**config.mk**
```make
export PLATFORM = sky130hd
export DESIGN_NAME = it_seq_ctrl
export DESIGN_NICKNAME = d
export VERILOG_FILES = /design/src/rtl/it_seq_ctrl_pkg.sv /design/src/rtl/it_cond_eval.sv /design/src/rtl/it_seq_ctrl.sv
export SDC_FILE = /design/constraint.sdc
export NUM_CORES = 1
export LEC_CHECK = 0
export BUFFER_PORTS_ARGS = -buffer_cell sky130_fd_sc_hd__buf_2
export CAP_MARGIN = 10
export CORE_ASPECT_RATIO = 0.9
export CORE_MARGIN = 2
export CORE_UTILIZATION = 52
export CTS_CLUSTER_DIAMETER = 80
export DETAILED_ROUTE_END_ITERATION = 10
export PLACE_DENSITY = 0.85
export SYNTH_ARGS = -nofsm -noshare
export SYNTH_HDL_FRONTEND = slang
export SYNTH_SLANG_ARGS = --single-unit
```
**constraint.sdc**
```tcl
create_clock -name clk -period 3.8 [get_ports clk]
set_input_delay 0.19 -clock clk [delete_from_list [all_inputs] [get_ports clk]]
set_output_delay 0.19 -clock clk [all_outputs]
set_load 0.02 [all_outputs]
```
**src/rtl/it_seq_ctrl_pkg.sv**
```systemverilog
// Shared definitions for the Thumb IT-block sequencer: condition codes, APSR bit
// positions, IT opcode and ITSTATE field helpers.
package it_seq_ctrl_pkg;

    typedef enum logic [3:0] {
        COND_EQ = 4'h0,
        COND_NE = 4'h1,
        COND_CS = 4'h2,
        COND_CC = 4'h3,
        COND_MI = 4'h4,
        COND_PL = 4'h5,
        COND_VS = 4'h6,
        COND_VC = 4'h7,
        COND_HI = 4'h8,
        COND_LS = 4'h9,
        COND_GE = 4'hA,
        COND_LT = 4'hB,
        COND_GT = 4'hC,
        COND_LE = 4'hD,
        COND_AL = 4'hE,
        COND_NV = 4'hF
    } cond_e;

    localparam int APSR_N = 4;
    localparam int APSR_Z = 3;
    localparam int APSR_C = 2;
    localparam int APSR_V = 1;
    localparam int APSR_Q = 0;

    localparam logic [7:0] IT_OPCODE = 8'hBF;

    // ITSTATE layout: [7:4] condition of the current instruction, [3:0] remaining mask.
    localparam int ITS_COND_LSB = 4;
    localparam int ITS_MASK_MSB = 3;

    // An all-zero mask encodes the NOP/YIELD hint family, not an IT.
    function automatic logic is_it_inst(input logic [15:0] hw);
        return (hw[15:8] == IT_OPCODE) && (hw[3:0] != 4'h0);
    endfunction

    function automatic logic it_fields_bad(input logic [7:0] fields);
        return (fields[7:4] == COND_NV) ||
               ((fields[7:4] == COND_AL) && (fields[3:0] != 4'b1000));
    endfunction

endpackage

```
**src/rtl/it_cond_eval.sv**
```systemverilog
// Combinational ARM condition-code check against the APSR flags; shared with the
// branch unit.
module it_cond_eval
    import it_seq_ctrl_pkg::*;
#(
    parameter int APSR_W = 5
) (
    input  logic [3:0]        i_cond,
    input  logic [APSR_W-1:0] i_apsr,
    output logic              o_pass
);

    logic w_n;
    logic w_z;
    logic w_c;
    logic w_v;
    logic w_unused_q;

    assign w_n        = i_apsr[APSR_N];
    assign w_z        = i_apsr[APSR_Z];
    assign w_c        = i_apsr[APSR_C];
    assign w_v        = i_apsr[APSR_V];
    assign w_unused_q = i_apsr[APSR_Q];

    // NOTE: every path assigns o_pass (default arm included), so no latch is inferred.
    always_comb begin
        case (cond_e'(i_cond))
            COND_EQ: o_pass = w_z;
            COND_NE: o_pass = !w_z;
            COND_CS: o_pass = w_c;
            COND_CC: o_pass = !w_c;
            COND_MI: o_pass = w_n;
            COND_PL: o_pass = !w_n;
            COND_VS: o_pass = w_v;
            COND_VC: o_pass = !w_v;
            COND_HI: o_pass = w_c && !w_z;
            COND_LS: o_pass = !w_c || w_z;
            COND_GE: o_pass = (w_n == w_v);
            COND_LT: o_pass = (w_n != w_v);
            COND_GT: o_pass = !w_z && (w_n == w_v);
            COND_LE: o_pass = w_z || (w_n != w_v);
            default: o_pass = 1'b1;
        endcase
    end

endmodule

```
**src/rtl/it_seq_ctrl.sv**
```systemverilog
// Thumb IT-block sequencer: decodes IT, owns ITSTATE, demotes failing instructions
// to NOPs and counts them. IDLE/ACTIVE is derived from the ITSTATE mask.
module it_seq_ctrl
    import it_seq_ctrl_pkg::*;
#(
    parameter int CNT_W  = 16,
    parameter int APSR_W = 5
) (
    input  logic              clk,
    input  logic              rst,
    input  logic              i_inst_valid,
    input  logic              i_stall,
    input  logic [15:0]       i_inst_hw,
    input  logic [APSR_W-1:0] i_apsr,
    input  logic              i_flush,
    input  logic              i_itstate_wr,
    input  logic [7:0]        i_itstate_wdata,
    output logic [7:0]        o_itstate,
    output logic              o_in_it_blk,
    output logic [3:0]        o_cur_cond,
    output logic              o_hint_or_exc,
    output logic              o_it_last,
    output logic              o_it_illegal,
    output logic [CNT_W-1:0]  o_skip_cnt
);

    logic [7:0]       r_itstate;
    logic             r_it_illegal;
    logic [CNT_W-1:0] r_skip_cnt;

    logic             w_in_blk;
    logic [3:0]       w_cur_cond;
    logic             w_pass;
    logic             w_hint;
    logic             w_is_it;
    logic             w_illegal;
    logic [7:0]       w_itstate_adv;

    assign w_in_blk   = (r_itstate[ITS_MASK_MSB:0] != 4'h0);
    assign w_cur_cond = w_in_blk ? r_itstate[7:ITS_COND_LSB] : COND_AL;

    it_cond_eval #(
        .APSR_W (APSR_W)
    ) u_cond_eval (
        .i_cond (w_cur_cond),
        .i_apsr (i_apsr),
        .o_pass (w_pass)
    );

    assign w_hint    = w_in_blk && !w_pass && (w_cur_cond[3:1] != 3'b111);
    assign w_is_it   = is_it_inst(i_inst_hw);
    assign w_illegal = w_is_it && (w_in_blk || it_fields_bad(i_inst_hw[7:0]));

    // The last instruction of a block empties the mask; otherwise shift cond[0]+mask, keep cond[3:1].
    assign w_itstate_adv = (r_itstate[2:0] == 3'b000) ? 8'h00
                         : {r_itstate[7:5], r_itstate[3:0], 1'b0};

    // NOTE: sequential state is written with non-blocking assignments only, so every
    // register sees the pre-edge values of the others.
    always_ff @(posedge clk) begin
        if (rst) begin
            r_itstate    <= 8'h00;
            r_it_illegal <= 1'b0;
            r_skip_cnt   <= '0;
        end else if (!i_stall) begin
            r_it_illegal <= 1'b0;
            if (i_flush) begin
                r_itstate <= 8'h00;
            end else if (i_itstate_wr) begin
                r_itstate <= i_itstate_wdata;
            end else if (i_inst_valid) begin
                if (w_in_blk) begin
                    r_itstate <= w_itstate_adv;
                end else if (w_is_it && !w_illegal) begin
                    r_itstate <= i_inst_hw[7:0];
                end
                r_it_illegal <= w_illegal;
            end
            if (i_inst_valid && w_hint && (r_skip_cnt != '1)) begin
                r_skip_cnt <= r_skip_cnt + CNT_W'(1);
            end
        end
    end

    assign o_itstate     = r_itstate;
    assign o_in_it_blk   = w_in_blk;
    assign o_cur_cond    = w_cur_cond;
    assign o_hint_or_exc = w_hint;
    assign o_it_last     = w_in_blk && (r_itstate[2:0] == 3'b000);
    assign o_it_illegal  = r_it_illegal;
    assign o_skip_cnt    = r_skip_cnt;

endmodule

```
==> qor.csv <==
stage,metric,value,unit
grt,gr usage total,0.2269,
clock_tree,CTS buffer count,3,
timing,RSZ-0062 raised after global routing,false,
cells_and_area,Layout Nets,310,
timing,Highest Clock Rate,349.7,MHz
detailed_routing,Routed WL,3.966,mm
yosys,most common flop cell mapped by yosys,dfxtp_1,
grt,grt ovf,0,
yosys,synth top area cells,"dfxtp_1, a21oi_1, mux2_2",
setup_path,crit path from,o_itstate[0],
floorplanning,I/O pin count,67,
placement,HPWL after DPL,2.955,mm
timing,Final min period,2859,ps
timing,Max Slew Vio Count,0,
yosys,top-area cell type share of the netlist area,0.3051,
grt,first-pass GRT wire length,6.748,mm
outcome,outcome,"complete, no violations",
grt,largest net degree at the start of global routing,35,
setup_path,crit path launch type,flip-flop,
floorplanning,die area,0.003620,sq mm
power_and_ir_drop,Switching Fraction,0.3284,
yosys,yosys synthesis warning count,0,
timing,final cycle utilization of the critical path,0.7525,
power_and_ir_drop,Clock Power Share,0.251,
clock_tree,post_cts resized,0,
clock_tree,clock sinks,25,
floorplanning,Initial Util,0.5391,
detailed_routing,DR pass1 iterations,4,
placement,gp weighted congestion,0.8214,
detailed_routing,Post-DRT Antenna Nets,0,
clock_tree,hold buffers post-CTS,0,
detailed_routing,initial detailed-routing violation count,102,
grt,number of global-route vias before repair,1494,
clock_tree,TritonCTS clock tree,yes,
cells_and_area,synth-to-layout area growth,22.65,%
yosys,Syn Inst Count,212,
yosys,number of flops mapped to enable cells by yosys,0,
yosys,Yosys cell types,42,
placement,PortBufs,65,
clock_tree,H-Tree Depth,1,
clock_tree,root buffer cell,clkbuf_4,
clock_tree,clk buf depth,2,
floorplanning,die height,57.28,microns
power_and_ir_drop,combinational share of power,0.234,
min_path,WHS Path Cells,3,
power_and_ir_drop,Psw,0.1750,mW
yosys,Synth area leader,dfxtp_1,
power_and_ir_drop,Pwr Density,264.9,mW/mm^2
clock_tree,worst-skew pair later-pin latency,340,ps
yosys,number of synthesized register bits,25,
power_and_ir_drop,Max rail drop VDD,230.8,uV
cells_and_area,Ant. Diodes,0,
setup_path,Crit Path Max Fanout,19,
timing,Fin Clk Skew,6.248,ps
yosys,top-count cell post-synth,dfxtp_1,
setup_path,"Req. time, crit path",4050,ps
power_and_ir_drop,part of the power in registers,0.514,
timing,hold slack,112.6,ps
setup_path,Reg2Reg Depth,8,
setup_path,critical path class,reg -> reg,
yosys,"Seq/Total Area, Yosys",0.3051,
floorplanning,core area,0.003043,sq mm
yosys,Synth Net Count,248,
detailed_routing,vias per cell,5.575,
power_and_ir_drop,Power Internal,0.3580,mW
timing,max_slew headroom,0.5790,
detailed_routing,vias,1756,
yosys,Synth async-reset ratio,0,
timing,Worst Max-Slew Pin Slew,627.7,ps
floorplanning,Die X,63.20,microns
setup_path,element type at the critical path end,flip-flop,
clock_tree,# Post-CTS Setup Buffers,0,
setup_path,critical path arrival,3110,ps
min_path,min-delay src,i_itstate_wdata[3],
power_and_ir_drop,leakage,0.8972,nW
yosys,cell area after synthesis,0.001640,sq mm
yosys,commonest cells in the netlist,"dfxtp_1, nand2_1, a21oi_1, nor2_1, o21ai_0",
detailed_routing,detailed-route DRC error count,0,
grt,antenna violations before repair,0,
setup_path,FF-to-FF Start,o_itstate[0],
detailed_routing,DR WL/cell,12.59,microns
cells_and_area,layout cells sized above 1,0.3077,
yosys,Syn Area/Cell,7.737,sq um
min_path,hold crit path type,in -> reg,
clock_tree,clock slew at reported path FFs,150,ps
timing,"Hold Vio Cnt, Final",0,
floorplanning,row count,19,
timing,final setup violation count,0,
flow_run,MaxCap Viol Count,0,
timing,Final TNS setup,0,ps
==> flip-flops by register name, summed over array words and instances, names as in the netlist <==
name          flops
o_it_illegal      1
o_skip_cnt       16
o_itstate         8
==> placed cells by master, fill, tap and decap left out, types with 5 or more instances in the layout <==
cell,instances
or3_1,5
inv_1,7
dfxtp_1,25
nand3_1,7
nand2b_1,10
nand2_1,23
nor2b_1,9
a21oi_1,18
nor4_1,6
nor2_1,15
o31ai_1,6
buf_2,65
o21ai_0,12
mux2_2,8
==> worst max-delay path: stages, from the launching register on <==
cell      delay [ps]
dfxtp_1          400
nor4_4           280
buf_4            210
inv_2             80
a211oi_1         270
nor3_1           130
or4_4            670
nor4_1           350
mux2_2           370
==> logic make-up (layout without fill, tap and decap cells) <==
| group | count (synthesis) | count (layout) | share of synthesized area |
|---|---|---|---|
| adder cells (fa/ha/maj) | 1 | 1 | 0.007627 |
| multiplexers | 9 | 9 | 0.06102 |
| flip-flops | 25 | 25 | 0.3051 |
| XOR/XNOR | 3 | 3 | 0.01602 |
| buffers and inverters | 19 | 80 | 0.05263 |
| AND/OR/NAND/NOR | 104 | 104 | 0.3638 |
| AO/OA/AOI/OAI | 51 | 51 | 0.1937 |
==> area by class of cell <==
cell class                      instances  area, sq um
Clock buffer                            3        22.52
Tap cell                               42        52.55
Timing Repair Buffer                   67        340.3
Inverter                                9        33.78
Fill cell                             287         1031
Sequential cell                        25        500.5
Clock inverter                          1        8.758
Multi-Input combinational cell        168         1054
==> routing by layer <==
metal	up-vias	wire, microns	GRT usage
met1	806	1828	0.3032
met3	2	198	0.03945
li1	901	-	-
met5	-	0	0
met2	47	1912	0.3784
met4	0	25	0.07143
==> power by group through the flow <==
stage / Clock, mW / Sequential (mW) / Combinational, mW
after global routing: 0.147 / 0.275 / 0.139
final: 0.134 / 0.274 / 0.125
after floorplan: 0 / 0.282 / 0.0799
after detailed placement: 0 / 0.280 / 0.124
after CTS: 0.140 / 0.274 / 0.125
after global placement: 0 / 0.279 / 0.122
==> final timing paths <==
kind / end / slack [ps]
setup / recovery: o_skip_cnt[7] / 940
hold / removal: o_itstate[3] / 110
setup reg to reg: o_skip_cnt[7] / 940
hold reg to reg: o_it_illegal / 480
==> through the flow <==
stage | instances | power [mW] | instance area (sq um) | utilization | worst slack [ps]
floorplan | 212 | 0.3623 | 1640 | - | 1129
global placement | 311 | 0.4015 | 1981 | 0.6509 | 1012
detailed placement | 311 | 0.4040 | 1981 | 0.6509 | 974.0
CTS | 315 | 0.5392 | 2012 | 0.6612 | 936.8
global route | 315 | 0.5615 | 2012 | 0.6612 | 728.0
finish | 315 | 0.5330 | 2012 | 0.6612 | 940.5
Note: power is estimated with default switching activity, not from simulation.
